--- config.mk ---
export PLATFORM = sky130hd
export DESIGN_NAME = stack_game_ctrl
export DESIGN_NICKNAME = d
export VERILOG_FILES = /design/src/rtl/stack_game_ctrl.sv
export SDC_FILE = /design/constraint.sdc
export NUM_CORES = 1
export LEC_CHECK = 0
export BUFFER_PORTS_ARGS = -buffer_cell sky130_fd_sc_hd__buf_2
export CAP_MARGIN = 5
export CORE_ASPECT_RATIO = 1.2
export CORE_MARGIN = 1.5
export CORE_UTILIZATION = 62
export CTS_CLUSTER_DIAMETER = 60
export CTS_CLUSTER_SIZE = 40
export DETAILED_ROUTE_END_ITERATION = 16
export GPL_TIMING_DRIVEN = 0
export MAX_ROUTING_LAYER = met4
export PLACE_DENSITY = 0.84
export SLEW_MARGIN = 15
export SYNTH_ARGS = -nofsm -noshare
export SYNTH_HDL_FRONTEND = slang
export SYNTH_SLANG_ARGS = --single-unit
--- constraint.sdc ---
create_clock -name clk -period 10.78 [get_ports clk]
set_input_delay 0 -clock clk [delete_from_list [all_inputs] [get_ports clk]]
set_output_delay 0 -clock clk [all_outputs]
set_load 0.01 [all_outputs]
--- src/rtl/stack_game_ctrl.sv ---
// stack_game_ctrl: sequencer for the stacking game.
// Gates the block mover, latches the drop position and computes the overlap
// with the layer below. Each new layer goes to the draw engine over a req/ack
// handshake. Also tracks the level and the win/game-over status.
module stack_game_ctrl #(
   parameter int X_MAX      = 144,
   parameter int INIT_WIDTH = 16,
   parameter int Y_BASE     = 112,
   parameter int LAYER_H    = 8,
   parameter int MAX_LEVEL  = 14
) (
   input  logic       clk,
   input  logic       resetn,
   input  logic       start,
   input  logic       drop,
   input  logic       frame_tick,
   input  logic [7:0] curr_x,
   output logic       move_en,
   output logic [7:0] blk_width,
   output logic [7:0] base_x,
   output logic [3:0] level,
   output logic       draw_req,
   input  logic       draw_ack,
   output logic [7:0] draw_x,
   output logic [6:0] draw_y,
   output logic [7:0] draw_w,
   output logic       game_over,
   output logic       win
);

   localparam logic [7:0] BASE_X0 = 8'(X_MAX / 2);
   localparam logic [7:0] INIT_W  = 8'(INIT_WIDTH);
   localparam logic [6:0] Y0      = 7'(Y_BASE);
   localparam logic [3:0] LVL_WIN = 4'(MAX_LEVEL);

   typedef enum logic [2:0] {
      IDLE, FDRAW, ARM, MOVE, CHECK, DRAW, NEXT, OVER
   } state_t;

   state_t     state, state_nxt;
   logic       drop_d;
   logic       drop_edge;
   logic [7:0] lx;
   logic [8:0] ovl_lo, ovl_hi;
   logic       ovl_ok;
   logic [3:0] level_inc;
   logic       draw_done;

   function automatic logic [8:0] max9(input logic [8:0] a, input logic [8:0] b);
      return (a > b) ? a : b;
   endfunction

   function automatic logic [8:0] min9(input logic [8:0] a, input logic [8:0] b);
      return (a < b) ? a : b;
   endfunction

   // Top row of the layer that sits one step above the given level.
   function automatic logic [6:0] layer_y(input logic [3:0] lvl);
      int y;
      y = Y_BASE - (int'(lvl) + 1) * LAYER_H;
      return 7'(y);
   endfunction

   // Both the dropped block and the layer below share the same width, so the
   // overlap is [max(left edges), min(right edges)); empty when hi <= lo.
   always_comb begin
      ovl_lo    = max9({1'b0, lx}, {1'b0, base_x});
      ovl_hi    = min9({1'b0, lx} + {1'b0, blk_width}, {1'b0, base_x} + {1'b0, blk_width});
      ovl_ok    = (ovl_hi > ovl_lo);
      drop_edge = drop & ~drop_d;
      level_inc = level + 4'd1;
      draw_done = draw_ack & draw_req;
   end

   // State register.
   always_ff @(posedge clk or negedge resetn) begin
      if (!resetn) state <= IDLE;
      else         state <= state_nxt;
   end

   // Next-state logic and the mover enable.
   always_comb begin
      state_nxt = state;
      move_en   = 1'b0;
      case (state)
         IDLE:    if (start) state_nxt = FDRAW;
         FDRAW:   if (draw_done) state_nxt = ARM;
         ARM:     if (frame_tick) state_nxt = MOVE;
         MOVE: begin
            move_en = 1'b1;
            if (drop_edge) state_nxt = CHECK;
         end
         CHECK:   state_nxt = ovl_ok ? DRAW : OVER;
         DRAW:    if (draw_done) state_nxt = NEXT;
         NEXT:    state_nxt = (level_inc == LVL_WIN) ? OVER : ARM;
         OVER:    if (start) state_nxt = FDRAW;
         default: state_nxt = IDLE;
      endcase
   end

   // Drop position captured on the accepted edge; consumed only in CHECK.
   always_ff @(posedge clk) begin
      if (state == MOVE && drop_edge) lx <= curr_x;
   end

   // Game status, settled-layer geometry and the draw handshake.
   always_ff @(posedge clk or negedge resetn) begin
      if (!resetn) begin
         drop_d    <= 1'b0;
         base_x    <= BASE_X0;
         blk_width <= INIT_W;
         level     <= 4'd0;
         game_over <= 1'b0;
         win       <= 1'b0;
         draw_req  <= 1'b0;
         draw_x    <= 8'd0;
         draw_y    <= 7'd0;
         draw_w    <= 8'd0;
      end else begin
         drop_d <= drop;
         case (state)
            IDLE, OVER: begin
               if (start) begin
                  base_x    <= BASE_X0;
                  blk_width <= INIT_W;
                  level     <= 4'd0;
                  game_over <= 1'b0;
                  win       <= 1'b0;
                  draw_x    <= BASE_X0;
                  draw_y    <= Y0;
                  draw_w    <= INIT_W;
                  draw_req  <= 1'b1;
               end
            end
            FDRAW, DRAW: begin
               if (draw_done) draw_req <= 1'b0;
            end
            CHECK: begin
               if (ovl_ok) begin
                  draw_x   <= ovl_lo[7:0];
                  draw_y   <= layer_y(level);
                  draw_w   <= 8'(ovl_hi - ovl_lo);
                  draw_req <= 1'b1;
               end else begin
                  game_over <= 1'b1;
                  win       <= 1'b0;
               end
            end
            NEXT: begin
               level     <= level_inc;
               base_x    <= draw_x;
               blk_width <= draw_w;
               if (level_inc == LVL_WIN) begin
                  game_over <= 1'b1;
                  win       <= 1'b1;
               end
            end
            default: ;
         endcase
      end
   end

endmodule

==> implementation parameters, run 1 <==
Parameter                              Value

STA
  Min cycle time layout    5.48 ns
  Final period utilization    50.8%
  Slew at the pin closest to its max-slew limit    0.991 ns
  Final count of pins violating max slew    0
  Setup TNS    0 ns
  Final worst setup slack    around 5.3 ns
  Setup clock skew after layout    around 0.0065 ns
  Final hold violations    0
  Slew HR    about a third
  Maximum clock frequency    about 180 MHz
  RSZ-0062 raised after global routing    no
  Final number of setup-violating endpoints    0

Clock network
  Maximum clock insertion buffer count    2
  CTS tree    done
  Cts repair resizes    0
  CTS Root Buffer Type    sky130_fd_sc_hd__clkbuf_8
  Cts bufs inserted    5
  CTS H-tree depth    2
  Hold_buf cts    10
  Clock slew at reported path FFs    roughly 0.1 ns
  Sink count of the clock tree    55
  Setup Fix Bufs, Post-CTS    0
  Clock Latency Late Sink    around 0.32 ns

Critical path
  Required time worst endpoint    ~11 ns
  Worst Setup End Kind    flip-flop
  Crit Path Category    reg2reg
  FF-to-FF Start    blk_width[1]
  Slack of the worst reg-to-reg path    approximately 5.3 ns
  Biggest fanout along the worst timing path    10
  Kind of start point of the critical path    flip-flop
  Crit path DAT    ~5.7 ns
  R2R cell count    22
  RR Endpoint    draw_y[6]

Die
  DIE AREA    around 6600 sq um
  Initial core utilization    a little under two thirds
  Height of the chip    about 89 um
  I/O Pins    61
  Area of the placeable core    5970 sq um
  Row Count    31
  Horizontal die dimension    74.6 um

Cells and area
  Leading cell types in the layout, fill and taps excluded    sky130_fd_sc_hd__buf_2, sky130_fd_sc_hd__dfrtp_1, sky130_fd_sc_hd__ha_1
  Area added between synthesis and finish    15.7%
  Share of final-layout standard cells stronger than drive strength 1    between 10% and 20%
  Most common cell after layout, fill and taps aside    sky130_fd_sc_hd__buf_2
  Diodes inserted    0
  Layout net count    approximately 540

Global routing
  Initial antenna violation count    0
  Maximum number of pins on one net before global-route repair    48
  First-pass GRT wire length    ~15 mm
  Total grt overflow    0
  Vias in the first global route    3183
  Tot GR Track Use    between 30 and 40%

Logic synthesis
  Combinational family with the most area after synthesis    compound AO/OA/AOI/OAI gates
  Mapped cell area    ~3800 sq um
  Share of synthesized area spent on multiplexers    about 4.4%
  Xor and xnor area share after synthesis    4.59%
  Most instantiated flip-flop cell in the synthesis netlist    sky130_fd_sc_hd__dfrtp_1
  Count of distinct cell types in the synthesized netlist    54
  Fraction of registers with async set or reset after synthesis    85.5%
  Adder-Cell Fraction of Synth Area    between 10% and 20%
  Post-Syn Area per Cell    9.53 sq um
  Complex-gate fraction of the synthesized area    approximately 21%
  Number of standard cells after synthesis    400
  Sequential area share after synthesis    a little under two fifths
  Fraction of the mapped netlist area in simple logic gates    between 10% and 20%
  Number of enable-type register cells in the synthesized netlist    8
  Synth Register Bits    55
  Total of warnings raised by yosys    0

Min path
  Startpoint of the worst hold path    draw_ack
  Endpoint of the worst hold-timing path    draw_req
  Hold crit path type    in2reg
  Worst hold path stage count    4

Pwr
  Standby leakage power    roughly 2.1 nW
  Maximum vdd ir drop    about 0.000075 V
  P per Cell Area    around 81 nW/um^2

Placed design
  Final GP Congestion    approximately 0.9
  IO Port Bufs    56
  Placement Setup Slack    5.32 ns
  HPWL after detailed placement    between 6 and 7 mm

Detailed routing
  Starting DRC count in detailed routing    between 150 and 200
  Routed WL per cell    about 16 um
  Detailed Routing Iterations Pass 1    6
  Via/cell ratio    about 6.0
  Total number of vias    approximately 3300
  Number of design rule violations left after detail routing    0
  Total wire length after detailed routing    9.18 mm
  Remaining number of nets flagged by the antenna check after routing    0

Run status
  Result of the run    finished clean

Job
  Max-cap violations    0
[cells in the mapped netlist (4+ instances only)]
cell                        count  area [sq um]
sky130_fd_sc_hd__dfrtp_1       44          1100
sky130_fd_sc_hd__ha_1          43           538
sky130_fd_sc_hd__nand2_1       34           128
sky130_fd_sc_hd__inv_1         31           116
sky130_fd_sc_hd__o21ai_0       26           130
sky130_fd_sc_hd__nor2_1        24          90.1
sky130_fd_sc_hd__a21oi_1       23           115
sky130_fd_sc_hd__o22ai_1       19           119
sky130_fd_sc_hd__xor2_1        13           114
sky130_fd_sc_hd__mux2i_1       10           100
sky130_fd_sc_hd__nand3_1       10          50.1
sky130_fd_sc_hd__a21o_1         8          60.1
sky130_fd_sc_hd__clkbuf_1       8          30.0
sky130_fd_sc_hd__edfxtp_1       8           240
sky130_fd_sc_hd__xnor2_1        7          61.3
sky130_fd_sc_hd__a21boi_0       6          45.0
sky130_fd_sc_hd__nand2b_1       6          37.5
sky130_fd_sc_hd__nor3_1         6          30.0
sky130_fd_sc_hd__o21a_1         6          45.0
sky130_fd_sc_hd__a2bb2oi_1      5          43.8
sky130_fd_sc_hd__nor2b_1        5          31.3
sky130_fd_sc_hd__a31oi_1        4          25.0
[worst max-delay path, stage by stage (launching register included)]
cell,delay (ns)
sky130_fd_sc_hd__dfrtp_1,0.46
sky130_fd_sc_hd__ha_1,0.32
sky130_fd_sc_hd__a21o_1,0.17
sky130_fd_sc_hd__a21oi_1,0.23
sky130_fd_sc_hd__nor2b_1,0.11
sky130_fd_sc_hd__or4_1,0.42
sky130_fd_sc_hd__a21oi_1,0.16
sky130_fd_sc_hd__xor2_1,0.24
sky130_fd_sc_hd__ha_1,0.29
sky130_fd_sc_hd__a21o_1,0.18
sky130_fd_sc_hd__a21oi_1,0.22
sky130_fd_sc_hd__o21a_1,0.22
sky130_fd_sc_hd__clkbuf_1,0.30
sky130_fd_sc_hd__o21ai_0,0.19
sky130_fd_sc_hd__ha_1,0.38
sky130_fd_sc_hd__a21o_1,0.19
sky130_fd_sc_hd__a21oi_1,0.13
sky130_fd_sc_hd__o21a_1,0.18
sky130_fd_sc_hd__o21ai_0,0.12
sky130_fd_sc_hd__o31ai_2,0.20
sky130_fd_sc_hd__a31oi_4,0.17
sky130_fd_sc_hd__buf_6,0.19
sky130_fd_sc_hd__mux2_4,0.29
[registers in the layout (all words and copies together) (netlist names), 3 cells and up]
register	flops
lx	8
draw_y	4
blk_width	8
level	4
base_x	8
draw_x	8
draw_w	8
state	3
[final cells by class]
| cell class | instances | area (sq um) |
|---|---|---|
| Fill cell | 451 | 1560 |
| Timing Repair Buffer | 66 | 383 |
| Clock inverter | 1 | 30.0 |
| Tap cell | 82 | 103 |
| Clock buffer | 6 | 72.6 |
| Sequential cell | 55 | 1420 |
| Inverter | 31 | 116 |
| Buffer | 15 | 85.1 |
| Multi-Input combinational cell | 301 | 2200 |
[layer usage]
metal	track usage (%)	up-vias	part of all wire, %
met2	51.1	123	52
met3	4.62	26	5.1
li1	-	1590	-
met1	36.0	1598	40
met4	13.6	0	2.7
met5	-	-	0
[metrics by stage]
step	instances	power (mW)	util (%)	area (sq um)	hold slack, ns
5_1_grt	557	0.368	73.9	4410	0.152
4_1_cts	557	0.357	73.9	4410	0.132
6_report	557	0.356	73.9	4410	0.124
3_3_place_gp	540	0.223	70.4	4200	0.125
3_5_place_dp	540	0.223	70.5	4210	0.128
2_1_floorplan	402	0.217	-	3820	-0.296
[worst max-delay path by stage]
| stage | from | end | slack (ns) | depth (start not counted) |
|---|---|---|---|---|
| after floorplan | blk_width[1] | draw_w[5] | 5.93 | 22 |
| final | blk_width[1] | draw_y[6] | 5.30 | 22 |
| after global placement | blk_width[1] | draw_y[6] | 5.43 | 22 |
| after global routing | blk_width[1] | draw_y[3] | 4.97 | 23 |
| after CTS | blk_width[1] | draw_y[6] | 5.28 | 22 |
| after detailed placement | blk_width[1] | draw_y[6] | 5.32 | 22 |
[where the power goes]
part | switching (mW) | internal [mW]
registers | 0.0000317 | 0.211
logic | 0.00604 | 0.00515
clock network | 0.0662 | 0.0682
total | 0.0722 | 0.284
[kinds of logic (layout without fill, tap and decap cells)]
group                    Yosys count  after routing
AND/OR/NAND/NOR                   94             94
adder cells (fa/ha/maj)           46             46
XOR/XNOR                          20             20
buffers and inverters             46            119
AO/OA/AOI/OAI                    123            123
flip-flops                        55             55
other                              1              3
multiplexers                      15             15
No activity file was read; power rests on OpenSTA's default activity.
==> run 2: changes to the inputs <==
--- a/config.mk
+++ b/config.mk
@@ -9,13 +9,13 @@
 export CAP_MARGIN = 5
 export CORE_ASPECT_RATIO = 1.2
 export CORE_MARGIN = 1.5
-export CORE_UTILIZATION = 62
+export CORE_UTILIZATION = 52
 export CTS_CLUSTER_DIAMETER = 60
 export CTS_CLUSTER_SIZE = 40
 export DETAILED_ROUTE_END_ITERATION = 16
 export GPL_TIMING_DRIVEN = 0
 export MAX_ROUTING_LAYER = met4
-export PLACE_DENSITY = 0.84
+export PLACE_DENSITY = 0.75
 export SLEW_MARGIN = 15
 export SYNTH_ARGS = -nofsm -noshare
 export SYNTH_HDL_FRONTEND = slang
==> constraint.sdc (replaced) <==
create_clock -name clk -period 4.8 [get_ports clk]
set_input_delay 0 -clock clk [delete_from_list [all_inputs] [get_ports clk]]
set_output_delay 0 -clock clk [all_outputs]
set_load 0.01 [all_outputs]
==> run 2 against run 1 <==
Against the previous run:
- combinational power grew 150%
- clock power rose by 130%
- global-route usage shrank 3.7 points
- core utilization down 5.4 points
- highest routed layer unchanged
- worst setup slack got worse by 5.2 ns
- first-iteration DRC count is 4.8% lower
- maximum frequency increased by 16%
- largest cell class unchanged
==> implementation parameters, run 2 (synthesis gave the netlist of run 1 again) <==
Parameter                              Value

Global routing
  Vias in the first global route    3297
  Total grt overflow    0
  Tot GR Track Use    around a quarter
  Maximum number of pins on one net before global-route repair    between 40 and 50
  First-pass GRT wire length    15.8 mm
  Initial antenna violation count    0

Die
  Initial core utilization    a little over half
  Horizontal die dimension    81.2 um
  Area of the placeable core    approximately 7000 sq um
  I/O Pins    between 60 and 70
  DIE AREA    between 7000 and 8000 sq um
  Height of the chip    about 97 um
  Row Count    34

Critical path
  Crit Path Category    reg2reg
  Kind of start point of the critical path    flip-flop
  Worst Setup End Kind    flip-flop
  Required time worst endpoint    approximately 5 ns
  Crit path DAT    around 5.0 ns
  Slack of the worst reg-to-reg path    approximately 0.076 ns
  Biggest fanout along the worst timing path    10

Detailed routing
  Number of design rule violations left after detail routing    0
  Detailed Routing Iterations Pass 1    4
  Routed WL per cell    17.3 um
  Total wire length after detailed routing    10.2 mm
  Starting DRC count in detailed routing    around 160
  Via/cell ratio    5.80
  Remaining number of nets flagged by the antenna check after routing    0
  Total number of vias    roughly 3400

Job
  Max-cap violations    0

STA
  Min cycle time layout    ~4.7 ns
  Setup clock skew after layout    ~0.0051 ns
  Final period utilization    between 90% and 100%
  Final count of pins violating max slew    0
  Slew at the pin closest to its max-slew limit    between 1 and 1.5 ns
  Slew HR    a little under a third
  Final hold violations    0
  Maximum clock frequency    approximately 210 MHz
  Final number of setup-violating endpoints    0

Cells and area
  Fillers    563
  Layout net count    between 500 and 600
  Area added between synthesis and finish    29.2%
  Leading cell types in the layout, fill and taps excluded    sky130_fd_sc_hd__buf_2, sky130_fd_sc_hd__dfrtp_1, sky130_fd_sc_hd__ha_1
  Register area    approximately 1400 sq um
  Most common cell after layout, fill and taps aside    sky130_fd_sc_hd__buf_2
  Diodes inserted    0
  Share of final-layout standard cells stronger than drive strength 1    30.6%
  Combined area of the multi-input logic cells    approximately 2500 sq um
  Post-route design area    about 4900 sq um

Clock network
  Cts bufs inserted    5
  CTS H-tree depth    2
  CTS tree    done
  Maximum clock insertion buffer count    2
  Clock Latency Late Sink    just over 0.3 ns
  Clock slew at reported path FFs    about 0.10 ns
  CTS Root Buffer Type    sky130_fd_sc_hd__clkbuf_8
  Sink count of the clock tree    55

Pwr
  Maximum vdd ir drop    ~0.00011 V
  Standby leakage power    2.33 nW
  Power after layout    between 0.8 and 0.9 mW
  P per Cell Area    roughly 160 nW/um^2

Run status
  Result of the run    finished clean

Placed design
  Final GP Congestion    0.930
  HPWL after detailed placement    a little over 7 mm
  Post-placement cell area    around 4200 sq um
  IO Port Bufs    between 50 and 60

Min path
  Hold crit path type    in2reg
==> run 2: cell types whose count changed in the layout (fill, tap and decap cells not counted), sizes merged <==
cell and delta:
buf +23, clkbuf +2, bufinv -1, clkinv +1
==> run 2: critical path, cell delays in order (launching register included) <==
cell                        delay (ns)
sky130_fd_sc_hd__dfrtp_2          0.45
sky130_fd_sc_hd__ha_1             0.30
sky130_fd_sc_hd__a21o_1           0.18
sky130_fd_sc_hd__a21oi_2          0.18
sky130_fd_sc_hd__o21ai_1          0.13
sky130_fd_sc_hd__or2_2            0.31
sky130_fd_sc_hd__xor2_2           0.23
sky130_fd_sc_hd__ha_4             0.25
sky130_fd_sc_hd__a31oi_1          0.19
sky130_fd_sc_hd__o21ai_1          0.11
sky130_fd_sc_hd__a31oi_2          0.29
sky130_fd_sc_hd__o21a_4           0.20
sky130_fd_sc_hd__clkbuf_16        0.14
sky130_fd_sc_hd__o21ai_0          0.13
sky130_fd_sc_hd__ha_1             0.37
sky130_fd_sc_hd__nand3_1          0.17
sky130_fd_sc_hd__o31ai_4          0.38
sky130_fd_sc_hd__a31oi_4          0.14
sky130_fd_sc_hd__buf_6            0.17
sky130_fd_sc_hd__buf_8            0.15
sky130_fd_sc_hd__o22ai_1          0.18
==> run 2: layout make-up <==
cell class                 count  share of cell area (%)
tap                           90                    2.29
clock inverter                 1                   0.102
inverter                      31                    2.36
timing repair buffer          90                    12.1
buffer                        15                    2.08
sequential                    55                    28.9
clock buffer                   7                    2.18
multi-input combinational    301                    50.0
==> run 2: worst paths after layout <==
path	from	endpoint	cells past startpoint
hold / removal	draw_ack	draw_req	4
setup / recovery	blk_width[1]	draw_x[4]	20
max in group asynchronous	resetn	base_x[3]	3
min in group asynchronous	resetn	drop_d	2
hold reg to reg	draw_y[6]	draw_y[6]	1
setup reg to reg	blk_width[1]	draw_x[4]	20
==> run 2: report_power, final <==
part	leakage (nW)	switching, mW	total, mW	internal [mW]
sequential	0.564	0.0000637	0.473	0.473
combinational	1.70	0.0142	0.0277	0.0136
clock	0.0594	0.161	0.309	0.148
==> run 2: timing repair <==
item / in CTS / in global routing
gates resized for setup: 13 / 45
setup endpoints to repair: 24 / 24
endpoints found under the hold margin: 53 / 0
buffers inserted: 9 / 12
pin swaps: 8 / 24
hold buffers: 10 / 0
cloned: 0 / 1
==> run 2: metrics by stage <==
stage / util (%) / setup slack, ns / cells / TNS, ns / hold slack, ns
detailed placement: 58.8 / -0.471 / 549 / -8.85 / 0.128
CTS: 63.4 / 0.00118 / 576 / 0 / 0.0977
finish: 68.5 / 0.0759 / 590 / 0 / 0.104
global route: 68.5 / -0.144 / 590 / -1.92 / 0.136
floorplan: - / 0.0529 / 402 / 0 / -0.296
global placement: 58.6 / -0.411 / 548 / -7.24 / 0.126
==> run 2: metal layers <==
layer	GRT usage [%]	wire [um]	vias up
met5	-	0	-
met4	9.42	201	0
met3	3.30	450	22
met2	43.4	5330	111
met1	33.8	4250	1663
li1	-	-	1628
==> run 3: changes to the inputs <==
--- a/config.mk
+++ b/config.mk
@@ -7,9 +7,11 @@
 export LEC_CHECK = 0
 export BUFFER_PORTS_ARGS = -buffer_cell sky130_fd_sc_hd__buf_2
 export CAP_MARGIN = 5
+export CELL_PAD_IN_SITES_DETAIL_PLACEMENT = 0
+export CELL_PAD_IN_SITES_GLOBAL_PLACEMENT = 1
 export CORE_ASPECT_RATIO = 1.2
 export CORE_MARGIN = 1.5
-export CORE_UTILIZATION = 52
+export CORE_UTILIZATION = 40
 export CTS_CLUSTER_DIAMETER = 60
 export CTS_CLUSTER_SIZE = 40
 export DETAILED_ROUTE_END_ITERATION = 16
==> run 3 against run 2 <==
Against the previous run:
- global-route usage fell by 5.3 points
- final area decreased by 3.0%
- clock power increased by 13%
- largest cell class unchanged
- largest power group unchanged
- combinational power is 8.3% lower
==> implementation parameters, run 3 (synthesis gave the netlist of run 1 again) <==
Parameter                              Value

Clock network
  CTS tree    done
  Clock slew at reported path FFs    about 0.10 ns
  Maximum clock insertion buffer count    2
  CTS Root Buffer Type    sky130_fd_sc_hd__clkbuf_8
  Clock Latency Late Sink    roughly 0.32 ns
  Cts bufs inserted    5
  Sink count of the clock tree    55
  CTS H-tree depth    2

Critical path
  Worst Setup End Kind    flip-flop
  Kind of start point of the critical path    flip-flop
  Required time worst endpoint    approximately 5.0 ns
  Critical path cell sequence    ha_4 > a21o_1 > a21oi_2 > nor2b_2 > or4_4 > a21oi_4 > xor2_2 > ha_1 > a21o_1 > a21oi_2 > buf_4 > o21ai_4 > o21a_1 > ha_1 > nor2b_1 > o21ai_1 > o21a_1 > o21ai_2 > o31ai_4 > a31oi_4 > buf_6 > mux2_4
  Biggest fanout along the worst timing path    6
  Crit path DAT    4.87 ns
  Largest stage delay, worst path    roughly 0.46 ns
  Crit Path Category    reg2reg
  Cell at the slowest stage of the critical path    sky130_fd_sc_hd__dfrtp_2

STA
  Min cycle time layout    4.65 ns
  Final hold violations    0
  Final number of setup-violating endpoints    0
  Slew HR    a little over half
  Setup TNS    0 ns
  Final count of pins violating max slew    0
  Maximum clock frequency    215 MHz
  Setup clock skew after layout    about 0.0062 ns
  Worst Hold Margin    0.104 ns
  Final period utilization    between 90 and 100%
  Slew at the pin closest to its max-slew limit    0.690 ns

Die
  I/O Pins    61
  Row Count    38
  Height of the chip    about 110 um
  Horizontal die dimension    just over 90 um
  Initial core utilization    about two fifths
  DIE AREA    between 10000 and 15000 sq um
  Area of the placeable core    approximately 9000 sq um

Global routing
  Maximum number of pins on one net before global-route repair    48
  Vias in the first global route    approximately 3300
  First-pass GRT wire length    ~16 mm
  Tot GR Track Use    21.4%
  Initial antenna violation count    0
  Total grt overflow    0

Job
  Max-cap violations    0

Cells and area
  Layout net count    between 500 and 600
  Share of final-layout standard cells stronger than drive strength 1    a little over a quarter
  Diodes inserted    0
  Area added between synthesis and finish    25.3%
  Post-route design area    4780 sq um
  Leading cell types in the layout, fill and taps excluded    sky130_fd_sc_hd__buf_2, sky130_fd_sc_hd__dfrtp_1, sky130_fd_sc_hd__ha_1
  Most common cell after layout, fill and taps aside    sky130_fd_sc_hd__buf_2
  Utilization of the core after routing    between 50 and 60%

Detailed routing
  Total number of vias    ~3300
  Via/cell ratio    5.30
  Number of design rule violations left after detail routing    0
  Detailed Routing Iterations Pass 1    4
  Remaining number of nets flagged by the antenna check after routing    0
  Starting DRC count in detailed routing    ~130
  Routed WL per cell    about 17 um
  Total wire length after detailed routing    around 10 mm

Pwr
  P per Cell Area    around 180 nW/um^2
  Power after layout    ~0.85 mW
  Standby leakage power    2.28 nW
  Maximum vdd ir drop    0.0000960 V

Placed design
  IO Port Bufs    between 50 and 60
  Post-placement cell area    4270 sq um
  Final GP Congestion    0.884
  HPWL after detailed placement    around 7.5 mm

Min path
  Hold crit path type    in2reg

Run status
  Result of the run    finished clean
==> run 3: cell count changes in the layout (fill, tap and decap cells not counted), sizes merged <==
cell,change
bufinv,+1
clkbuf,-2
buf,-1
clkinv,-1
==> run 3: per-layer routing <==
| metal | vias to the layer above | track usage (%) | part of all wire, % |
|---|---|---|---|
| met5 | - | - | 0 |
| met4 | 0 | 8.90 | 2.5 |
| met3 | 19 | 3.18 | 3.2 |
| met2 | 58 | 36.5 | 51 |
| met1 | 1573 | 25.4 | 43 |
| li1 | 1621 | - | - |
==> run 3: worst max-delay path: cells and delay by family (launching register included) <==
kind,cells,cell delay (ns)
buf+inv,2,0.30
mux,1,0.30
flops,1,0.46
fa+ha+maj,3,0.80
simple gates,3,0.63
xor+xnor,1,0.18
compound gates,12,1.88
==> run 3: repair_timing <==
action                                  in CTS  in global routing
gates cloned                                 0                  1
pin swaps                                    4                 15
hold buffers                                10                  0
gates resized for setup                     11                 20
setup buffers                               12                  7
endpoints found under the setup margin      24                 24
endpoints found under the hold margin       53                  0
==> run 3: power by group <==
part | internal, mW | switching (mW) | leakage, nW
sequential | 0.473 | 0.0000694 | 0.563
clock | 0.188 | 0.162 | 0.0636
combinational | 0.0116 | 0.0138 | 1.65
total | 0.672 | 0.176 | 2.28
==> run 3: cell type report <==
cell class / count / area [sq um]
inverters: 31 / 116
clock inverters: 1 / 30.0
plain buffers: 15 / 98.8
flip-flops and latches: 55 / 1420
multi-input cells: 301 / 2320
repair buffers: 87 / 538
clock buffers: 7 / 97.6
well taps: 120 / 150
fillers: 874 / 4400
==> run 3: final timing paths <==
check,end,slack (ns),depth (start not counted),startpoint
max in group asynchronous,blk_width[0],4.12,2,resetn
setup reg to reg,draw_y[6],0.15,22,blk_width[1]
setup / recovery,draw_y[6],0.15,22,blk_width[1]
hold / removal,draw_req,0.10,4,draw_ack
hold reg to reg,draw_y[6],0.52,1,draw_y[6]
min in group asynchronous,level[0],0.21,2,resetn
==> run 3: stage by stage <==
step | cells | setup WS [ns]
global placement | 578 | -0.513
detailed placement | 579 | -0.506
finish | 617 | 0.154
floorplan | 402 | 0.0529
global route | 617 | -0.0278
CTS | 609 | 0.00292
